### config.mk
export PLATFORM = sky130hd
export DESIGN_NAME = rate_step_scheduler
export DESIGN_NICKNAME = d
export VERILOG_FILES = /design/src/rtl/rate_step_scheduler.sv
export SDC_FILE = /design/constraint.sdc
export NUM_CORES = 1
export LEC_CHECK = 0
export CELL_PAD_IN_SITES_DETAIL_PLACEMENT = 1
export CELL_PAD_IN_SITES_GLOBAL_PLACEMENT = 1
export CORE_MARGIN = 8
export CORE_UTILIZATION = 35
export DETAILED_ROUTE_END_ITERATION = 10
export PLACE_DENSITY_LB_ADDON = 0.1
export SLEW_MARGIN = 20
export SYNTH_ARGS = -nofsm -noshare
export SYNTH_HDL_FRONTEND = slang
export SYNTH_SLANG_ARGS = --single-unit
### constraint.sdc
create_clock -name ClockIn -period 3.4 [get_ports ClockIn]
set_clock_uncertainty 0.05 [all_clocks]
set_input_delay 0.68 -clock ClockIn [delete_from_list [all_inputs] [get_ports ClockIn]]
set_output_delay 0.68 -clock ClockIn [all_outputs]
set_load 0.01 [all_outputs]
### src/rtl/rate_step_scheduler.sv
// -----------------------------------------------------------------------------
// rate_step_scheduler
//
// Runs a short program of up to four steps. Each step selects a tick rate and
// a number of ticks. The block owns the rate divider and the 4-bit display
// counter that the divider advances, so it needs no CPU or switch activity
// while the program runs.
//
// Parameters
//   CYCLES_PER_UNIT  clock cycles in one base tick period P
//
// Ports
//   ClockIn       in   1  system clock; all state changes on its rising edge
//   Reset         in   1  synchronous, active-high reset
//   WrEn          in   1  program-table write strobe (ignored while Busy)
//   WrAddr        in   2  step index written
//   WrData        in   6  step word: [5:4] speed code, [3:0] tick count LEN
//   Start         in   1  begin program at step 0 (level, sampled in IDLE)
//   Abort         in   1  stop program immediately (beats Start and ticks)
//   Loop          in   1  latched with Start; 1 = repeat program forever
//   CounterValue  out  4  display count, +1 on every tick, wraps 15 -> 0
//   StepIdx       out  2  step currently executing
//   Tick          out  1  one-cycle pulse per divider expiry
//   Busy          out  1  high in LOAD and RUN
//   Done          out  1  one-cycle pulse at normal program end
//   DebugState    out  2  current FSM state encoding, for checkers
//
// Handshake: there is no valid/ready pair. Start is a level that is accepted
// only in IDLE with Abort low; WrEn is a strobe that is accepted only while
// Busy is low. Anything presented outside those windows is dropped.
//
// Speed code to period (cycles between ticks):
//   00 -> 1, 01 -> P, 10 -> 2P, 11 -> 4P
// LEN = 0 marks the end of the program.
// -----------------------------------------------------------------------------
module rate_step_scheduler #(
  parameter int unsigned CYCLES_PER_UNIT = 50000000
) (
  input  logic       ClockIn,
  input  logic       Reset,
  input  logic       WrEn,
  input  logic [1:0] WrAddr,
  input  logic [5:0] WrData,
  input  logic       Start,
  input  logic       Abort,
  input  logic       Loop,
  output logic [3:0] CounterValue,
  output logic [1:0] StepIdx,
  output logic       Tick,
  output logic       Busy,
  output logic       Done,
  output logic [1:0] DebugState
);

  typedef enum logic [1:0] {
    S_IDLE = 2'd0,
    S_LOAD = 2'd1,
    S_RUN  = 2'd2,
    S_DONE = 2'd3
  } state_e;

  localparam logic [31:0] UNIT = 32'(CYCLES_PER_UNIT);

  // Divider reload value (period - 1) for a speed code.
  function automatic logic [31:0] reload_of(input logic [1:0] code);
    logic [31:0] period;
    case (code)
      2'b00:   period = 32'd1;
      2'b01:   period = UNIT;
      2'b10:   period = UNIT << 1;
      default: period = UNIT << 2;
    endcase
    return period - 32'd1;
  endfunction

  // ---------------------------------------------------------------------------
  // Registered state
  // ---------------------------------------------------------------------------
  state_e      state_q;
  logic [5:0]  table_q [4];
  logic [31:0] div_q;
  logic [3:0]  count_q;      // display counter
  logic [3:0]  step_cnt_q;   // ticks completed in the current step
  logic [1:0]  step_q;
  logic        loop_q;

  // ---------------------------------------------------------------------------
  // Next-step decode, used on the tick that completes a step
  // ---------------------------------------------------------------------------
  logic [3:0]  cur_len;
  logic [3:0]  step_cnt_d;
  logic        step_end;
  logic [1:0]  next_idx_d;
  logic        wrap_past_last;
  logic        next_empty;
  logic        entry0_empty;
  logic        prog_end;
  logic        tick_now;
  logic        busy_now;
  logic [31:0] cur_reload;

  always_comb begin
    cur_len        = table_q[step_q][3:0];
    cur_reload     = reload_of(table_q[step_q][5:4]);
    step_cnt_d     = step_cnt_q + 4'd1;
    step_end       = (step_cnt_d == cur_len);
    next_idx_d     = step_q + 2'd1;          // 3 + 1 wraps naturally to 0
    wrap_past_last = (step_q == 2'd3);
    next_empty     = (table_q[next_idx_d][3:0] == 4'd0);
    entry0_empty   = (table_q[0][3:0] == 4'd0);
    // The program ends (or loops) after the last slot or at an empty slot.
    prog_end       = wrap_past_last || next_empty;
    tick_now       = (state_q == S_RUN) && (div_q == 32'd0);
    busy_now       = (state_q == S_LOAD) || (state_q == S_RUN);
  end

  // ---------------------------------------------------------------------------
  // FSM, divider, counters and program table
  // ---------------------------------------------------------------------------
  always_ff @(posedge ClockIn) begin
    if (Reset) begin
      state_q    <= S_IDLE;
      div_q      <= '0;
      count_q    <= '0;
      step_cnt_q <= '0;
      step_q     <= '0;
      loop_q     <= 1'b0;
      for (int i = 0; i < 4; i++) begin
        table_q[i] <= '0;
      end
    end else begin
      // Table writes are locked out while a program is executing so the
      // running program cannot be changed underneath itself.
      if (WrEn && !busy_now) begin
        table_q[WrAddr] <= WrData;
      end

      case (state_q)
        S_IDLE: begin
          if (Start && !Abort) begin
            step_q  <= '0;
            count_q <= '0;
            loop_q  <= Loop;
            state_q <= entry0_empty ? S_DONE : S_LOAD;
          end
        end

        S_LOAD: begin
          if (Abort) begin
            step_q  <= '0;
            state_q <= S_IDLE;
          end else begin
            div_q      <= cur_reload;
            step_cnt_q <= '0;
            state_q    <= S_RUN;
          end
        end

        S_RUN: begin
          if (Abort) begin
            // Abort wins over a coincident tick: no increment, no Done.
            step_q  <= '0;
            state_q <= S_IDLE;
          end else if (tick_now) begin
            div_q      <= cur_reload;
            count_q    <= count_q + 4'd1;
            step_cnt_q <= step_cnt_d;
            if (step_end) begin
              if (prog_end) begin
                if (loop_q && !entry0_empty) begin
                  step_q  <= '0;
                  state_q <= S_LOAD;
                end else begin
                  state_q <= S_DONE;
                end
              end else begin
                step_q  <= next_idx_d;
                state_q <= S_LOAD;
              end
            end
          end else begin
            div_q <= div_q - 32'd1;
          end
        end

        S_DONE: begin
          // Start is not looked at here; it is accepted again from IDLE.
          step_q  <= '0;
          state_q <= S_IDLE;
        end

        default: begin
          state_q <= S_IDLE;
        end
      endcase
    end
  end

  // ---------------------------------------------------------------------------
  // Outputs: all decoded from registered state only
  // ---------------------------------------------------------------------------
  assign CounterValue = count_q;
  assign StepIdx      = step_q;
  assign Tick         = tick_now;
  assign Busy         = busy_now;
  assign Done         = (state_q == S_DONE);
  assign DebugState   = state_q;

endmodule
# [Yosys cells after proc, flatten, opt, wreduce, memory -nomap -nowiden]
# Memory sizes are Yosys's and may differ from the RTL's. A register that Yosys moved wholly into a read port is not among the register bits.
# Index checks and enable logic that the tools add are counted.
[totals] register_bits=45 latchBits=0 mem_bits_rw=24 rom_bits=0 output_inout_bits=11 elab_cells=90 n_memories=1
[op_classes] n_addsub=5 n_mul=0 n_div=0 n_lt_le_gt_ge=0 n_eq_ne=15 shift=0 n_mux=40 bitwise_logic=0 n_reduce_logical=23
[memory_table] name="table_q" depth=4 width=6 read_ports=3 rd_ports_with_merged_regs=1 wr=4 line_no="80" rtl="logic [5:0] table_q [4];"
[ops] op="$mux W32" n=3
[ops] op="$pmux W28 S3" n=1
[ops] op="$pmux W32 S2" n=1
[ops] op="$sub A32 B1 Y32 const B" n=2
[ops] op="$mux W2" n=18
[ops] op="$logic_not A32 Y1" n=1
[ops] op="$mux W4" n=6
[ops] op="$pmux W2 S4" n=2
[ops] op="$pmux W4 S2" n=2
[ops] op="$ne A2 B2 Y1 const B" n=5
[ops] op="$add A4 B1 Y4 const B" n=2
[ops] op="$eq A2 B2 Y1 const B" n=4
[ops] op="$logic_not A4 Y1" n=2
[ops] op="$reduce_and A4 Y1" n=2
[ops] op="$mux W1" n=6
[ops] op="$mux W6" n=1
[ops] op="$ne A3 B3 Y1 const B" n=2
[ops] op="$reduce_and A3 Y1" n=2
[ops] op="$reduce_or A6 Y1" n=1
[ops] op="$reduce_and A5 Y1" n=1
[ops] op="$eq A2 B1 Y1 const B" n=2
[ops] op="$eq A4 B4 Y1" n=1
[ops] op="$logic_and A1 B1 Y1" n=4
[ops] op="$logic_not A2 Y1" n=2
[ops] op="6 further kinds" n=10

# [Longest topological paths before layout]
# Gate-level depths: netlist of the first run.
# An unclocked memory read counts as a cell.
[depth] word_depth=12 depth_mapped=10

# [Worst setup path after synthesis of the first run]
# OpenSTA, ideal clock, no wires.
[synth_path] path_type="reg2out" start="reg div_q[0]" end="out Tick" arrival_ps=1572 required_time_ps=2670 path_slack_ps=1098 path_stages_with_launch=7 n_path_buf=1 cell_sequence="dfxtp_1 > inv_1 > ha_1 > nor4b_4 > nand4_2 > buf_6 > nor4_1"
[synth_between] elab_chain_len=2
[synth_rtl] item="from (decl)" line_no="81" rtl="logic [31:0] div_q;"
[synth_rtl] item="from (signal assigned)" line_no="153" rtl="div_q <= cur_reload;"
[synth_rtl] item="from (signal assigned)" line_no="165" rtl="div_q <= cur_reload;"
[synth_rtl] item="from (signal assigned)" line_no="182" rtl="div_q <= div_q - 32'd1;"
[synth_rtl] item="$logic_not A32 Y1" line_no="113" rtl="tick_now = (state_q == S_RUN) && (div_q == 32'd0);"
[synth_rtl] item="$logic_and A1 B1 Y1" line_no="113"
[synth_rtl] item="to (decl)" line_no="49" rtl="output logic Tick,"
# Every way passes these cells.

# [Worst setup path after layout of the first run]
# Same ends and word-level chain as after synthesis.

==> results.sh, run 1 <==
export IMPL_rows=39
export IMPL_synthXorXnorAreaFrac_pct=3.53
export IMPL_cellLeakagePower_uw=0.00182
export IMPL_post_dp_hpwl_um=8850
export IMPL_fp_dieW_um=124
export IMPL_yosys_area_share_simple_pct=26.9
export IMPL_hold_buffers=0
export IMPL_final_hold_viol_count=0
export IMPL_clk_latency_ns=0.34
export IMPL_die_area_um2=15500
export IMPL_ir_drop_uv=328
export IMPL_maxCapViolCount=0
export IMPL_wl_per_cell_um=19.2
export IMPL_num_vias=3530
export IMPL_use_met2_pct=24.1
export IMPL_synth_compound_area_share_pct=16.3
export IMPL_synth_edf_count=24
export IMPL_diodes=0
export IMPL_grt_pass1_wl_um=19800
export IMPL_synth_seq_area_share_pct=40.4
export IMPL_placeableCoreArea_um2=11500
export IMPL_drc=0
export IMPL_clock_sinks=71
export IMPL_syn_to_final_growth_pct=18.2
export IMPL_synthAdderAreaFrac_pct=3.96
export IMPL_grt_total_usage_pct=15.6
export IMPL_syn_area_um2=4110
export IMPL_yosysTopAreaCellShare_pct=22.9
export IMPL_io_pins=25
export IMPL_status="complete, no violations"
export IMPL_syn_area_per_cell_um2=9.24
export IMPL_period_needed_ns=3.17
export IMPL_yosysTopAreaCell="dfxtp_1"
export IMPL_drive_gt1_share_pct=13.0
export IMPL_grt_ovfl_total=0
export IMPL_vias_per_cell=5.62
export IMPL_finalWeightedCongestion=0.773
export IMPL_syn_num_nets=472
export IMPL_maxSlewHeadroom_pct=52.6
export IMPL_slew_viol_final=0
export IMPL_grtUsageMet3_pct=3.06
export IMPL_initialDrtViolationCount=140
export IMPL_power_total_uw=4360
export IMPL_antenna_found_initial=0
export IMPL_die_height_um=124
export IMPL_tightest_slew_ns=0.710
export IMPL_max_freq_mhz=316
export IMPL_io_buffers=24
export IMPL_htreeDepth=3
export IMPL_rsz0062_at_grt="false"
export IMPL_yosys_register_bits=71
export IMPL_start_util_pct=35.9
export IMPL_power_density_nw_per_um2=897
export IMPL_arrival_ns=2.44
export IMPL_async_flop_share_pct=0
export IMPL_startpoint_type="flip-flop"
export IMPL_wl_um=12000
export IMPL_setup_violations=0
export IMPL_met1_usage_pct=21.2
export IMPL_reg2reg_slack_ns=0.65
export IMPL_crit_type="flip-flop to output port"
export IMPL_clockBufferDepth=2
export IMPL_crit_path_end_kind="output port"
export IMPL_yosysWarnings=0
export IMPL_postCtsSetupBuffers=0
export IMPL_drtAntennaViolNets=0
export IMPL_fin_setup_tns_ns=0
export IMPL_grt_max_degree=25
export IMPL_yosysMostFrequentCell="dfxtp_1"
export IMPL_cts_root_buffer="clkbuf_16"
export IMPL_synthCells=445
export IMPL_hold_class="flip-flop to flip-flop"
export IMPL_grt_busiest_layer="met2"
export IMPL_firstDrtPassIters=4
export IMPL_cp_slowest_cell="clkdlybuf4s50_1"
export IMPL_max_stage_delay_ns=0.60
export IMPL_synth_cell_types=61
export IMPL_fin_nets=507
export IMPL_ys_flop_type="dfxtp_1"
export IMPL_synthTopCellsByArea="dfxtp_1 23%, edfxtp_1 18%, o21ai_0 4.5%"
export IMPL_synth_top_family_by_area="simple AND/OR/NAND/NOR gates"
export IMPL_cp_cell_sequence="inv_1 > ha_1 > nor4b_4 > nand4_2 > nor4_4 > clkdlybuf4s50_1"
export IMPL_synth_common_cells="47 x dfxtp_1, 41 x nor2_1, 37 x o21ai_0"
export IMPL_cts_tree="done"
export IMPL_fillCellCount=1349
export IMPL_period_share_pct=93.1
export IMPL_yosys_mux_area_fraction_pct=4.56
export IMPL_clk_pin_slew_worst_paths_ns=0.06
export IMPL_numCtsBuffers=9
export IMPL_grt_pass1_vias=3616
export IMPL_cp_max_fo=5
export IMPL_cp_required_ns=2.67
[layout by cell type, fill, tap and decap left out, types with 3 or more instances in the layout]
cell             synthesis  final
nor3_1                  18     18
mux2i_1                  3      3
o32ai_1                  3      3
nand3_1                 13     13
a22oi_1                  4      4
o31a_1                   3      3
nand2_1                 32     32
a31oi_1                  6      6
a32o_1                   4      4
edfxtp_1                24     24
mux4_2                   6      6
clkbuf_16                0      9
and3_1                  10     10
nor2b_1                  6      6
nor4_4                   3      4
inv_1                   16     16
o21ai_0                 37     37
dfxtp_1                 47     47
nor2_1                  41     41
nand4_1                  4      4
o22ai_1                  3      3
or4_1                    5      5
buf_4                    4     18
or2_2                    4      4
nor3b_1                  4      4
o31ai_1                  5      5
xor2_1                   4      4
a21oi_1                 22     22
xnor2_1                 10     10
clkdlybuf4s50_1          0     24
ha_1                    13     13
o21ai_1                  4      4
o41ai_1                  3      3
and2_1                  24     24
nor4_1                  15     14
[routing by layer]
layer | vias up | routed length (um)
li1 | 1718 | -
met3 | 10 | 335
met5 | - | 0
met2 | 37 | 5470
met1 | 1765 | 6100
met4 | 0 | 115
[worst max-delay path, delay by kind of cell (launching register included)]
kind	cells	cell delay (ns)
buffers and inverters	2	0.70
adders and majority gates	1	0.21
DFF	1	0.34
and+or+nand+nor	3	0.84
[through the flow]
step	worst slack (ns)	hold slack [ns]	util, %	instances	area (um2)
2_1_floorplan	1.10	0.395	-	445	4110
3_3_place_gp	0.465	0.413	39.8	612	4560
3_5_place_dp	0.393	0.427	39.8	612	4560
4_1_cts	0.152	0.435	42.3	628	4850
5_1_grt	0.0685	0.468	42.4	628	4860
6_report	0.233	0.430	42.4	628	4860
[repair_timing]
item	in CTS	in global routing
gates resized for setup	1	1
setup endpoints to repair	1	1
pin swaps	0	0
[report_power, final]
part | leakage (uW) | switching (uW) | internal, uW
logic | 0.00106 | 1410 | 849
clock network | 0.000134 | 409 | 503
registers | 0.000631 | 169 | 1020
[state kept, by name, indices dropped and copies added (netlist names), named ones only]
name	count
step_cnt_q	4
DebugState	2
StepIdx	2
table_q	24
CounterValue	4
div_q	32
loop_q	1
[final timing paths]
kind / start / end / depth (start not counted)
setup / recovery: div_q[0] / Tick / 6
hold / removal: div_q[14] / div_q[14] / 2
setup reg to reg: div_q[0] / div_q[3] / 9
hold reg to reg: div_q[14] / div_q[14] / 2
[cells by family after synthesis]
logic type / count (synthesis)
buffers and inverters: 35
muxes: 11
xor gates and xnor gates: 15
AOI/OAI and AO/OA: 107
adders and majority gates: 13
and+or+nand+nor: 193
DFF: 71
[cell type report]
class | count | area (um2) | share of cell area, %
Multi-Input combinational cell | 339 | 2300 | 47.3
Sequential cell | 71 | 1660 | 34.2
Timing Repair Buffer | 42 | 375 | 7.73
Clock buffer | 9 | 225 | 4.64
Tap cell | 143 | 179 | 3.68
Inverter | 17 | 63.8 | 1.31
Clock inverter | 7 | 57.6 | 1.18
Power figures use the tool's default switching activity.
==> run 2: changes to the inputs <==
--- a/config.mk
+++ b/config.mk
@@ -7,7 +7,6 @@
 export LEC_CHECK = 0
 export CELL_PAD_IN_SITES_DETAIL_PLACEMENT = 1
 export CELL_PAD_IN_SITES_GLOBAL_PLACEMENT = 1
-export CORE_MARGIN = 8
 export CORE_UTILIZATION = 35
 export DETAILED_ROUTE_END_ITERATION = 10
 export PLACE_DENSITY_LB_ADDON = 0.1
==> run 2 against run 1 <==
  * Critical path depth fell by 2
  * Sequential cell count did not move
  * Combinational power hardly changed
  * Critical path type unchanged
==> results.sh, run 2 (synthesis gave the netlist of run 1 again) <==
export IMPL_grt_pass1_vias=3480
export IMPL_wl_um=11900
export IMPL_fin_nets=506
export IMPL_post_dp_hpwl_um=8740
export IMPL_arrival_ns=2.48
export IMPL_period_needed_ns=3.21
export IMPL_grt_pass1_wl_um=19100
export IMPL_tightest_slew_ns=0.699
export IMPL_final_hold_viol_count=0
export IMPL_max_stage_delay_ns=0.61
export IMPL_die_area_um2=12200
export IMPL_numCtsBuffers=9
export IMPL_drc=0
export IMPL_regMostFlops="div_q"
export IMPL_p_sw_uw=1970
export IMPL_syn_to_final_growth_pct=18.2
export IMPL_rows=39
export IMPL_cp_required_ns=2.67
export IMPL_grt_max_degree=31
export IMPL_p_int_uw=2430
export IMPL_vias_per_cell=5.63
export IMPL_die_height_um=110
export IMPL_cellLeakagePower_uw=0.00182
export IMPL_maxCapViolCount=0
export IMPL_status="complete, no violations"
export IMPL_diodes=0
export IMPL_power_density_nw_per_um2=906
export IMPL_setup_slack_ns=0.188
export IMPL_initialDrtViolationCount=161
export IMPL_drive_gt1_share_pct=12.6
export IMPL_fillCellCount=1325
export IMPL_antenna_found_initial=0
export IMPL_clock_sinks=71
export IMPL_rsz0062_at_grt="false"
export IMPL_stdcell_count=627
export IMPL_finalWeightedCongestion=0.807
export IMPL_clk_latency_ns=0.34
export IMPL_finalInstanceArea_um2=4860
export IMPL_cts_tree="done"
export IMPL_cp_max_fo=5
export IMPL_ir_drop_uv=292
export IMPL_clk_pin_slew_worst_paths_ns=0.06
export IMPL_p_comb_share_pct=51.0
export IMPL_startpoint_type="flip-flop"
export IMPL_postCtsSetupBuffers=0
export IMPL_final_common_cell="dfxtp_1"
export IMPL_drtAntennaViolNets=0
export IMPL_setup_violations=0
export IMPL_dpl_cell_area_um2=4550
export IMPL_start_util_pct=36.0
export IMPL_hold_buffers=0
export IMPL_fp_dieW_um=110
export IMPL_io_pins=25
export IMPL_num_vias=3527
export IMPL_final_cell_mix="47 x dfxtp_1, 41 x nor2_1, 37 x o21ai_0, 32 x nand2_1"
export IMPL_grt_ovfl_total=0
export IMPL_clock_power_share_pct=22.1
export IMPL_switching_share_pct=44.8
export IMPL_cts_root_buffer="clkbuf_16"
export IMPL_power_total_uw=4400
export IMPL_placeableCoreArea_um2=11400
export IMPL_crit_path_end_kind="output port"
export IMPL_fin_setup_tns_ns=0
export IMPL_firstDrtPassIters=4
export IMPL_clockBufferDepth=2
export IMPL_maxSlewHeadroom_pct=53.3
export IMPL_place_inst=611
export IMPL_largest_reg_flops=32
export IMPL_cp_cell_sequence="nor4_2 > nand3_2 > nor4_2 > clkdlybuf4s50_1"
export IMPL_wl_per_cell_um=18.9
export IMPL_seqPwrFrac_pct=26.8
export IMPL_grt_total_usage_pct=21.2
export IMPL_crit_type="flip-flop to output port"
export IMPL_largestRegisters="div_q (32), table_q (24)"
export IMPL_cp_slowest_cell="clkdlybuf4s50_1"
export IMPL_htreeDepth=3
export IMPL_pre_cts_ws_ns=0.431
export IMPL_slew_viol_final=0
export IMPL_ctsResizeCount=0
export IMPL_max_freq_mhz=311
export IMPL_period_share_pct=94.5
export IMPL_io_buffers=24
export IMPL_hold_class="flip-flop to flip-flop"
export IMPL_path_common_cell="nor4_2"
[run 2: path summary, 6_finish.rpt]
path | from | endpoint | slack (ns) | depth (start not counted)
worst max-delay path | div_q[28] | Tick | 0.19 | 4
worst min-delay path | div_q[14] | div_q[14] | 0.42 | 2
worst min register to register | div_q[14] | div_q[14] | 0.42 | 2
worst max register to register | div_q[0] | div_q[14] | 0.68 | 9
[run 2: per-layer routing]
layer / GRT usage (%) / vias up / wire, um
li1: - / 1726 / -
met5: 0 / - / 0
met1: 31.3 / 1740 / 6190
met2: 31.2 / 48 / 5210
met4: 7.52 / 0 / 185
met3: 3.23 / 13 / 289
[run 2: stage by stage]
stage               hold slack, ns  util, %
finish                       0.422     42.5
global route                 0.466     42.5
CTS                          0.423     42.5
detailed placement           0.417     39.9
global placement             0.412     39.9
floorplan                    0.395        -
[run 2: power by group through the flow]
| stage | Combinational, uW | Clock [uW] | Sequential, uW |
|---|---|---|---|
| floorplan | 1590 | 0 | 1170 |
| global placement | 2220 | 0 | 1190 |
| detailed placement | 2220 | 0 | 1200 |
| CTS | 2230 | 992 | 1180 |
| global route | 2490 | 1020 | 1210 |
| finish | 2250 | 975 | 1180 |
[run 2: cell type report]
| type | instances | area, um2 | share of cell area (%) |
|---|---|---|---|
| Multi-Input combinational cell | 339 | 2290 | 47.1 |
| Sequential cell | 71 | 1660 | 34.2 |
| Clock buffer | 10 | 229 | 4.71 |
| Timing Repair Buffer | 41 | 368 | 7.57 |
| Inverter | 17 | 63.8 | 1.31 |
| Tap cell | 143 | 179 | 3.68 |
| Clock inverter | 6 | 70.1 | 1.44 |
[run 2: worst max-delay path, delay by kind of cell (launching register included)]
family                 cells  cell delay, ns
buffers and inverters      1            0.61
DFF                        1            0.38
and+or+nand+nor            3            1.15
